--- src/rtl/wb_arbiter.sv ---
// wb_arbiter: write-back controller for a register file with a single write port.
//
// Round-robin arbitration among NREQ write-back requesters feeds one registered
// write stage (w_reg/w_dat/write). A pending-write scoreboard with one bit per
// register lets issue logic detect read-after-write hazards on two read ports.
//
// Ports:
//   clk, rst_n          clock (rising edge), asynchronous active-low reset
//   req_valid/ready     per-requester handshake, ready is a combinational one-hot grant
//   req_reg, req_dat    packed per-requester destination register and data
//   w_reg, w_dat, write registered register-file write port
//   issue_valid/reg     destination of the instruction issuing this cycle
//   r_reg0, r_reg1      read addresses of the issuing instruction
//   hazard0, hazard1    read address has a pending write (never for x0)
//   idle                no pending writes and no write in flight
//
// Optional feature (macro WB_BYPASS_EN): adds fwd_dat0/fwd_dat1 and forwards the
// in-flight write data, suppressing the matching hazard for that cycle.

module wb_arbiter #(
  parameter int NREQ = 3,
  parameter int DW   = 32,
  parameter int AW   = 5
) (
  input  logic                 clk,
  input  logic                 rst_n,
  input  logic [NREQ-1:0]      req_valid,
  input  logic [NREQ*AW-1:0]   req_reg,
  input  logic [NREQ*DW-1:0]   req_dat,
  output logic [NREQ-1:0]      req_ready,
  output logic [AW-1:0]        w_reg,
  output logic [DW-1:0]        w_dat,
  output logic                 write,
  input  logic                 issue_valid,
  input  logic [AW-1:0]        issue_reg,
  input  logic [AW-1:0]        r_reg0,
  input  logic [AW-1:0]        r_reg1,
  output logic                 hazard0,
  output logic                 hazard1,
  output logic                 idle
`ifdef WB_BYPASS_EN
  ,
  output logic [DW-1:0]        fwd_dat0,
  output logic [DW-1:0]        fwd_dat1
`endif
);

  localparam int PW = (NREQ > 1) ? $clog2(NREQ) : 1;
  localparam int NR = 1 << AW;

  logic [PW-1:0] ptr;
  logic [PW-1:0] gnt_idx;
  logic          gnt_any;
  logic [AW-1:0] sel_reg;
  logic [DW-1:0] sel_dat;
  logic [NR-1:0] pend;

  // Walk requesters starting at the pointer, wrapping modulo NREQ; first valid wins.
  always_comb begin : arb
    int idx;
    idx       = 0;
    req_ready = '0;
    gnt_idx   = '0;
    gnt_any   = 1'b0;
    for (int i = 0; i < NREQ; i++) begin
      idx = int'(ptr) + i;
      if (idx >= NREQ) idx = idx - NREQ;
      if (!gnt_any && req_valid[idx]) begin
        gnt_any        = 1'b1;
        gnt_idx        = PW'(idx);
        req_ready[idx] = 1'b1;
      end
    end
  end

  assign sel_reg = req_reg[gnt_idx*AW +: AW];
  assign sel_dat = req_dat[gnt_idx*DW +: DW];

  always_ff @(posedge clk or negedge rst_n) begin
    if (!rst_n) begin
      ptr <= '0;
    end else if (gnt_any) begin
      ptr <= (gnt_idx == PW'(NREQ - 1)) ? '0 : gnt_idx + 1'b1;
    end
  end

  // A grant to x0 is consumed but never becomes a register-file write.
  always_ff @(posedge clk or negedge rst_n) begin
    if (!rst_n) begin
      w_reg <= '0;
      w_dat <= '0;
      write <= 1'b0;
    end else begin
      write <= gnt_any && (sel_reg != '0);
      if (gnt_any) begin
        w_reg <= sel_reg;
        w_dat <= sel_dat;
      end
    end
  end

  // Clear on commit first, then set on issue, so a same-edge set for the
  // same register survives: the newer instruction owns the register.
  always_ff @(posedge clk or negedge rst_n) begin
    if (!rst_n) begin
      pend <= '0;
    end else begin
      logic [NR-1:0] nxt;
      nxt = pend;
      if (write) nxt[w_reg] = 1'b0;
      if (issue_valid && (issue_reg != '0)) nxt[issue_reg] = 1'b1;
      pend <= nxt;
    end
  end

  always_comb begin
    hazard0 = (r_reg0 != '0) && pend[r_reg0];
    hazard1 = (r_reg1 != '0) && pend[r_reg1];
`ifdef WB_BYPASS_EN
    fwd_dat0 = '0;
    fwd_dat1 = '0;
    if (write && (w_reg == r_reg0) && (r_reg0 != '0)) begin
      hazard0  = 1'b0;
      fwd_dat0 = w_dat;
    end
    if (write && (w_reg == r_reg1) && (r_reg1 != '0)) begin
      hazard1  = 1'b0;
      fwd_dat1 = w_dat;
    end
`endif
  end

  assign idle = (pend == '0) && !write;

endmodule

--- config.mk ---
export PLATFORM = sky130hd
export DESIGN_NAME = wb_arbiter
export DESIGN_NICKNAME = d
export VERILOG_FILES = /design/src/rtl/wb_arbiter.sv
export SDC_FILE = /design/constraint.sdc
export NUM_CORES = 1
export LEC_CHECK = 0
export ABC_AREA = 1
export CORE_UTILIZATION = 45
export DETAILED_ROUTE_END_ITERATION = 7
export PLACE_DENSITY_LB_ADDON = 0.25
export SYNTH_ARGS = -nofsm -noshare
export SYNTH_HDL_FRONTEND = slang
export SYNTH_SLANG_ARGS = --single-unit
--- constraint.sdc ---
create_clock -name clk -period 2.28 [get_ports clk]
set_input_delay 0.342 -clock clk [delete_from_list [all_inputs] [get_ports clk]]
set_output_delay 0.342 -clock clk [all_outputs]
set_load 0.05 [all_outputs]
==> results of run 1 <==
## cell usage in the layout, fill, tap and decap left out, types with 8 or more instances in the layout
cell | netlist | layout
buf_12 | 0 | 12
buf_4 | 1 | 30
nand3_1 | 40 | 36
o21ai_1 | 20 | 25
inv_1 | 46 | 42
clkdlybuf4s50_1 | 0 | 164
nand2_4 | 2 | 8
dfrtp_1 | 72 | 71
nor4_1 | 8 | 8
nand2_1 | 77 | 66
clkbuf_8 | 0 | 9
nor2_1 | 109 | 107
buf_6 | 7 | 9
a31oi_1 | 35 | 35
a21oi_1 | 20 | 19
o21ai_0 | 116 | 110
## cell usage after synthesis (all sizes together)
| library cell | count |
|---|---|
| nand4 | 4 |
| o21ai | 138 |
| ha | 4 |
| a31oi | 35 |
| clkbuf | 17 |
| nand3b | 4 |
| o21a | 1 |
| a311oi | 1 |
| a21boi | 1 |
| nand2b | 1 |
| nor3 | 4 |
| inv | 52 |
| o221ai | 5 |
| buf | 15 |
| nand2 | 81 |
| a21oi | 20 |
| a32oi | 1 |
| o21bai | 1 |
| nor2 | 111 |
| nand3 | 42 |
| dfrtp | 72 |
| nor4 | 8 |
| o22ai | 2 |
| o211ai | 7 |
## per-stage QoR
stage               setup slack, ns  setup TNS, ns
detailed placement          -0.1038        -0.6732
global placement           -0.01722       -0.01722
global route                -0.2164        -0.8952
finish                      -0.1221        -0.2640
floorplan                   0.09266              0
CTS                        -0.03906       -0.07646
## critical path: cells and delay by family, from the launching register on
kind / cells / cell delay (ns)
simple gates: 11 / 1.15
buf+inv: 6 / 0.49
flops: 1 / 0.46
fa+ha+maj: 1 / 0.17
## per-layer routing
layer / vias up / routed length [um] / track usage
li1: 2555 / - / -
met3: 39 / 1322 / 0.07456
met1: 2538 / 6540 / 0.3538
met4: 0 / 444 / 0.1033
met5: - / 0 / 0
met2: 269 / 8057 / 0.4961
## what timing repair did
item	CTS	global route
resized for setup	31	37
buffers inserted	10	8
cloned	0	3
pin swaps	12	20
endpoints found under the setup margin	22	42
## report_power, final
group / total [mW] / switching, mW / internal (mW)
combinational: 9.63 / 5.78 / 3.84
sequential: 2.62 / 0.603 / 2.02
clock: 1.43 / 0.487 / 0.948
## kinds of logic (layout without fill, tap and decap cells)
logic type,count (synthesis),count (layout),share of synthesized area
adders and majority gates,4,4,0.01111
AOI/OAI and AO/OA,212,212,0.2587
DFF,72,72,0.3998
and+or+nand+nor,255,255,0.2460
buffers and inverters,84,289,0.08440
## area by class of cell
| cell class | count | area [sq um] |
|---|---|---|
| clock buffers | 10 | 127.6 |
| clock inverters | 6 | 155.1 |
| fillers | 713 | 2439 |
| inverters | 52 | 210.2 |
| multi-input cells | 471 | 2531 |
| flip-flops and latches | 72 | 1803 |
| well taps | 133 | 166.4 |
| repair buffers | 221 | 2297 |
## path summary, 6_finish.rpt
check,start,end,cells past startpoint
worst min-delay path,rst_n,w_dat[17],1
worst max register to register,ptr[1],write,18
max in group asynchronous,rst_n,ptr[1],1
worst min register to register,w_dat[16],w_dat[16],2
min in group clk,w_dat[16],w_dat[16],2
worst max-delay path,ptr[1],write,18
==> flow_summary.yaml, run 1 <==
final_layout:
  stdcell_count: 965
  layout.nets: 963
  area_growth_pct: 61.77
  drive_gt1_frac: 0.1382
  finish.utilization: 0.7494
  diodes: 0
  finalInstanceArea_sq_um: 7291
setup_path:
  critPathSlowestCell: "dfrtp_2"
  end_kind: "flop"
  path_cells: "inv_4, ha_4, inv_4, nand2_4, nand3_4, nand2_4, nand3_1, nand2_4, buf_6, buf_6, buf_4, nand3b_1, nand3_1, nand2_1, nor2_1, nand3_1, nand2_1, inv_1"
  critPathKind: "reg2reg"
  rrSetupSlack_ns: -0.12
  start_kind: "flop"
  required_ns: 2.51
  crit_fanout: 5
  slowest_delay_ns: 0.46
  critPathArrivalTime_ns: 2.63
drt:
  wl_um: 16360
  drc: 0
  drtAntennaViolNets: 0
  dr.pass1.iters: 5
  drt_iter0_markers: 365
  routedWlPerCell_um: 16.96
  vias: 5401
  via_per_inst: 5.597
synthesis:
  synth_top_area_frac: 0.3998
  synth_nets: 763
  avgSynthCellArea_sq_um: 7.188
  synth-seq-cells: 72
  yosys.cell_types.count: 35
  syn_area_sq_um: 4507
  synth.top_cells.by_area: "dfrtp_1 40%, o21ai_0 13%, nor2_1 9.1%"
  seq_area_frac_synth: 0.3998
  yosys_warnings: 0
  netlist.top_cell.by_area: "dfrtp_1"
  synth_cells: 627
clock_network:
  ctsLongestPathBuffers: 2
  clockRootBuffer: "clkbuf_8"
  clk_latency_ns: 0.34
  cts_tree: "built"
  cts_max_level: 3
  cts_sinks: 72
  postCtsHoldBufs: 0
  cts_buffers: 9
  clkSlewWorstSetupHoldPaths_ns: 0.08
die:
  die_x_um: 102.1
  initial_utilization: 0.4632
  fp.coreArea_sq_um: 9729
  ios: 176
  rows: 36
  die_y_um: 102.1
  die_area_sq_um: 10420
timing:
  relSlewSlack: 0.3996
  setup_viol: 5
  rsz0062_at_grt: "yes"
  worst_clock_skew_ns: 0.01261
  hold_viol: 0
  finalCritPeriodShare: 1.054
  worstMarginPinSlew_ns: 0.9006
  period_minus_slack_ns: 2.402
  maxSlewViolCount: 0
  whs_ns: 0.1191
  fin_ws_ns: -0.1221
  max_freq_ghz: 0.4163
placement:
  postPlaceCellArea_sq_um: 6591
  gp_congestion: 0.8999
  dp_hpwl_um: 11440
  placedCellCount: 929
  port_buffers: 175
power:
  pwr_density_cell_nw_per_um2: 1876
  finalPower_mw: 13.68
  max-vdd-ir-drop_mv: 1.195
  leakage_nw: 3.042
grt:
  overflow: 0
  grt_pass1_wl_um: 23200
  grt_pass1_vias: 4834
  grt_max_degree: 79
  grtUsageTotal: 0.2899
  antenna_found_initial: 0
outcome:
  outcome: "finished with violations"
  violations: "setup timing"
min_path:
  worstHoldPathType: "in2async"
flow_run:
  cap_violations: 0
Note: power is estimated with default switching activity, not from simulation.
==> inputs of run 2 (changes only) <==
Settings changed: PLACE_DENSITY set to 0.81, PLACE_DENSITY_LB_ADDON 0.25 to not set, TNS_END_PERCENT set to 20.
==> run 2 against run 1 <==
Net effect:
- the run still ends with setup timing left
- cell area down 1.2%
- maximum frequency rose by 3.5%
- core utilization is 0.91 points lower
- global-route usage increased by 0.78 points
- die area unchanged
- clock-buffer cell count increased by 4
- via count shrank 1.8%
- clock power shrank 18%
- clock skew fell by 0.0052 ns
- sequential cell count unchanged
- sequential power barely moved
- critical endpoint is now req_ready[0]
- largest power group unchanged
==> flow_summary.yaml, run 2 (synthesized netlist as in run 1, its figures left out) <==
timing:
  fin_ws_ns: -0.04141
  hold_viol: 0
  finalCritPeriodShare: 1.018
  maxSlewViolCount: 0
  max_freq_ghz: 0.4308
  period_minus_slack_ns: 2.321
  setup_viol: 3
  fin_tns_setup_ns: -0.04756
  worstMarginPinSlew_ns: 0.9017
  whs_ns: 0.1193
  worst_clock_skew_ns: 0.007424
  relSlewSlack: 0.3989
  rsz0062_at_grt: "yes"
die:
  die_x_um: 102.1
  fp.coreArea_sq_um: 9729
  initial_utilization: 0.4632
  rows: 36
  ios: 176
  die_y_um: 102.1
  die_area_sq_um: 10420
drt:
  drt_iter0_markers: 349
  drc: 0
  wl_um: 16070
  via_per_inst: 5.555
  drtAntennaViolNets: 0
  dr.pass1.iters: 5
  routedWlPerCell_um: 16.83
  vias: 5305
grt:
  grt_max_degree: 79
  overflow: 0
  grt_pass1_wl_um: 23810
  antenna_found_initial: 0
  use_met1: 0.3653
  met3_usage: 0.06977
  busiest_layer: "met2"
  grt_pass1_vias: 4885
  grtUsageTotal: 0.2977
  global_route.usage.met2: 0.5080
power:
  internal-power_mw: 6.436
  pwr-share-seq: 0.200
  finalPower_mw: 13.20
  max-vdd-ir-drop_mv: 1.003
  pwr_density_cell_nw_per_um2: 1833
  switchingPower_mw: 6.769
  clkPwrFrac: 0.089
  leakage_nw: 2.979
  combPwrFrac: 0.712
  p_sw_frac: 0.5126
setup_path:
  critPathArrivalTime_ns: 1.98
  slowest_delay_ns: 0.44
  path_cells: "inv_4, ha_2, o21ai_2, nand2_8, buf_12, o221ai_4, clkbuf_16"
  required_ns: 1.94
  end_kind: "output pin"
  crit_fanout: 6
  critPathSlowestCell: "dfrtp_2"
  start_kind: "flop"
  critPathKind: "reg2out"
flow_run:
  cap_violations: 0
clock_network:
  cts_max_level: 3
  cts_buffers: 9
  clockRootBuffer: "clkbuf_8"
  clkSlewWorstSetupHoldPaths_ns: 0.07
  postCtsHoldBufs: 0
  ctsLongestPathBuffers: 2
  cts_sinks: 72
  clk_latency_ns: 0.34
  cts_tree: "built"
placement:
  dp_hpwl_um: 11210
  gp_congestion: 0.8796
  port_buffers: 175
final_layout:
  finish.utilization: 0.7402
  seq_area_sq_um: 1803
  final_cell_mix: "165 x clkdlybuf4s50_1, 109 x o21ai_0, 107 x nor2_1, 71 x dfrtp_1, 67 x nand2_1"
  diodes: 0
  nFillCells: 749
  drive_gt1_frac: 0.1375
  multi_input_area_sq_um: 2546
  layout.nets: 953
  area_growth_pct: 59.80
  final_common_cell: "clkdlybuf4s50_1"
min_path:
  worstHoldPathType: "in2async"
outcome:
  outcome: "finished with violations"
  violations: "setup timing"
## run 2: cell types whose count changed in the layout (fill, tap and decap cells not counted), moves of 2 or more
cell and delta:
buf_6 -8, buf_4 -5, a21oi_1 -3, a21oi_2 +3, bufinv_16 -3, clkbuf_8 +3, dlygate4sd2_1 -3, clkbuf_2 +2
inv_1 -2, inv_2 +2, nand2_4 -2, nand2_8 +2, o21ai_2 +2, o21ai_4 -2
## run 2: area by class of cell
class                           instances  share of cell area
Timing Repair Buffer                  211              0.3115
Sequential cell                        72              0.2503
Clock buffer                           14             0.02398
Tap cell                              133             0.02311
Clock inverter                          2            0.008339
Multi-Input combinational cell        471              0.3535
Inverter                               52             0.02919
## run 2: final timing paths
check,startpoint,to,slack [ns],cells past startpoint
worst max-delay path,ptr[1],req_ready[0],-0.04,7
worst min-delay path,rst_n,pend[17],0.12,1
worst max register to register,ptr[1],w_dat[8],0.03,13
worst min register to register,w_dat[24],w_dat[24],0.55,2
max in group asynchronous,rst_n,ptr[1],1.54,1
min in group clk,w_dat[24],w_dat[24],0.55,2
## run 2: worst max-delay path: cells and delay by family (launching register included)
kind / cells / cell delay (ns)
AOI/OAI and AO/OA: 2 / 0.46
and+or+nand+nor: 1 / 0.13
DFF: 1 / 0.44
buffers and inverters: 3 / 0.41
adders and majority gates: 1 / 0.20
## run 2: metrics by stage
step           setup WS [ns]  instances  cell area [sq um]
2_1_floorplan        -0.1210        627               4511
4_1_cts             -0.06047        945               6922
3_3_place_gp         -0.1207        921               6499
6_report            -0.04141        955               7202
3_5_place_dp         -0.1555        921               6499
5_1_grt              -0.1027        955               7202
## run 2: power groups by stage
stage	Sequential, mW	Clock (mW)	Combinational, mW
2_1_floorplan	3.64	0	4.36
3_3_place_gp	2.57	0	7.75
3_5_place_dp	2.60	0	7.93
4_1_cts	2.59	1.17	8.43
5_1_grt	2.72	1.24	10.1
6_report	2.64	1.17	9.40
## run 2: repair_timing
| action | in CTS | in global routing |
|---|---|---|
| setup endpoints to repair | 38 | 42 |
| gates cloned | 2 | 2 |
| resized for setup | 22 | 54 |
| setup buffers | 7 | 8 |
| pin swaps | 6 | 14 |
## run 2: per-layer routing
metal  vias up  part of all wire  wire, um
met4         0             0.025       408
met2       253              0.51      8197
met3        32             0.078      1247
met5         -                 0         0
li1       2549                 -         -
met1      2471              0.39      6214
==> inputs of run 3 (changes only) <==
Settings changed: CORE_MARGIN set to 3.
==> run 3 against run 2 <==
Net effect:
- the flow still finishes with violations (setup timing)
- maximum frequency shrank 4.1%
- sequential power about the same
- sequential share of layout area down 1.1 points
- first-iteration DRC count grew 50%
- power rose by 8.2%
- worst setup slack worse by 0.098 ns
- global-route usage fell by 0.74 points
- combinational power rose by 11%
- critical path type is now reg2reg
- critical endpoint is now w_dat[6]
==> flow_summary.yaml, run 3 (synthesized netlist as in run 1, its figures left out) <==
final_layout:
  diodes: 0
  multi_input_area_sq_um: 2628
  nFillCells: 644
  finalInstanceArea_sq_um: 7527
  stdcell_count: 973
  drive_gt1_frac: 0.1836
  final_common_cell: "clkdlybuf4s50_1"
  seq_area_sq_um: 1802
  layout.nets: 975
  final_cell_mix: "164 x clkdlybuf4s50_1, 109 x o21ai_0, 90 x nor2_1, 72 x dfrtp_1, 61 x nand2_1"
  area_growth_pct: 67.02
  finish.utilization: 0.7921
grt:
  grtUsageTotal: 0.2903
  overflow: 0
  antenna_found_initial: 0
  grt_pass1_vias: 5317
  use_met1: 0.3463
  grt_pass1_wl_um: 26110
  global_route.usage.met2: 0.5118
  met3_usage: 0.06132
  grt_max_degree: 79
  busiest_layer: "met2"
placement:
  pre_cts_ws_ns: -0.1582
  placedCellCount: 918
  postPlaceCellArea_sq_um: 6514
  gp_congestion: 0.9428
  port_buffers: 175
  dp_hpwl_um: 12080
setup_path:
  required_ns: 2.52
  slowest_delay_ns: 0.47
  path_cells: "inv_2, ha_4, o21ai_4, nand2_8, nand2_8, buf_6, o21ai_4, nor2_4, clkinv_4, buf_12, buf_6, nor2_2, o21ai_1, a31oi_1"
  crit_fanout: 6
  critPathArrivalTime_ns: 2.66
  end_kind: "flop"
  start_kind: "flop"
  critPathKind: "reg2reg"
  critPathSlowestCell: "dfrtp_1"
timing:
  finalCritPeriodShare: 1.061
  fin_tns_setup_ns: -1.918
  relSlewSlack: 0.4044
  period_minus_slack_ns: 2.420
  fin_ws_ns: -0.1398
  whs_ns: 0.1138
  max_freq_ghz: 0.4133
  maxSlewViolCount: 0
  worstMarginPinSlew_ns: 0.8934
  rsz0062_at_grt: "yes"
  setup_viol: 33
  worst_clock_skew_ns: 0.01281
  hold_viol: 0
power:
  finalPower_mw: 14.28
  pwr_density_cell_nw_per_um2: 1898
  leakage_nw: 3.113
  max-vdd-ir-drop_mv: 1.576
clock_network:
  cts_tree: "built"
  ctsLongestPathBuffers: 2
  clkSlewWorstSetupHoldPaths_ns: 0.08
  clockRootBuffer: "clkbuf_8"
  postCtsHoldBufs: 0
  cts_buffers: 9
  cts_sinks: 72
  clk_latency_ns: 0.34
  cts_max_level: 3
flow_run:
  cap_violations: 0
min_path:
  worstHoldPathType: "in2async"
drt:
  wl_um: 18620
  vias: 5716
  via_per_inst: 5.875
  routedWlPerCell_um: 19.14
  drtAntennaViolNets: 0
  drt_iter0_markers: 522
  dr.pass1.iters: 5
  drc: 0
die:
  fp.coreArea_sq_um: 9503
  initial_utilization: 0.4743
  ios: 176
  die_x_um: 106.1
  die_area_sq_um: 11250
  die_y_um: 106.1
  rows: 35
outcome:
  violations: "setup timing"
  outcome: "finished with violations"
## run 3: cell types whose count changed in the layout (fill, tap and decap cells not counted), moves of 6 or more
cell / before / now
buf_4: 25 / 35
buf_6: 1 / 11
nand2_1: 67 / 61
nand2_2: 6 / 13
nor2_1: 107 / 90
nor2_2: 2 / 19
## run 3: layout make-up
class / count / share of cell area
multi-input combinational: 471 / 0.3491
inverter: 52 / 0.03009
tap: 129 / 0.02144
clock inverter: 4 / 0.009973
sequential: 72 / 0.2394
timing repair buffer: 233 / 0.3281
clock buffer: 12 / 0.02194
## run 3: final timing paths
kind	endpoint	startpoint	cells past startpoint	slack, ns
setup reg to reg	w_dat[6]	ptr[1]	14	-0.14
hold reg to reg	w_dat[23]	w_dat[23]	2	0.55
setup / recovery	w_dat[6]	ptr[1]	14	-0.14
hold / removal	pend[25]	rst_n	1	0.11
min in group clk	w_dat[23]	w_dat[23]	2	0.55
max in group asynchronous	w_dat[0]	rst_n	1	1.58
## run 3: what timing repair did
item | CTS | global route
gates cloned | 2 | 5
pin swaps | 10 | 35
setup buffers | 12 | 20
setup endpoints to repair | 38 | 41
gates resized for setup | 34 | 77
## run 3: routing by layer
layer | up-vias | part of all wire
met3 | 88 | 0.090
met5 | - | 0
li1 | 2590 | -
met1 | 2653 | 0.36
met2 | 385 | 0.51
met4 | 0 | 0.044
## run 3: worst max-delay path: cells and delay by family, from the launching register on
family | cells | cell delay, ns
AOI/OAI and AO/OA | 4 | 0.58
DFF | 1 | 0.47
and+or+nand+nor | 4 | 0.46
buffers and inverters | 5 | 0.60
adders and majority gates | 1 | 0.20
## run 3: power breakdown
group | internal, mW | switching [mW]
clock | 0.706 | 0.475
combinational | 4.25 | 6.19
sequential | 2.02 | 0.640
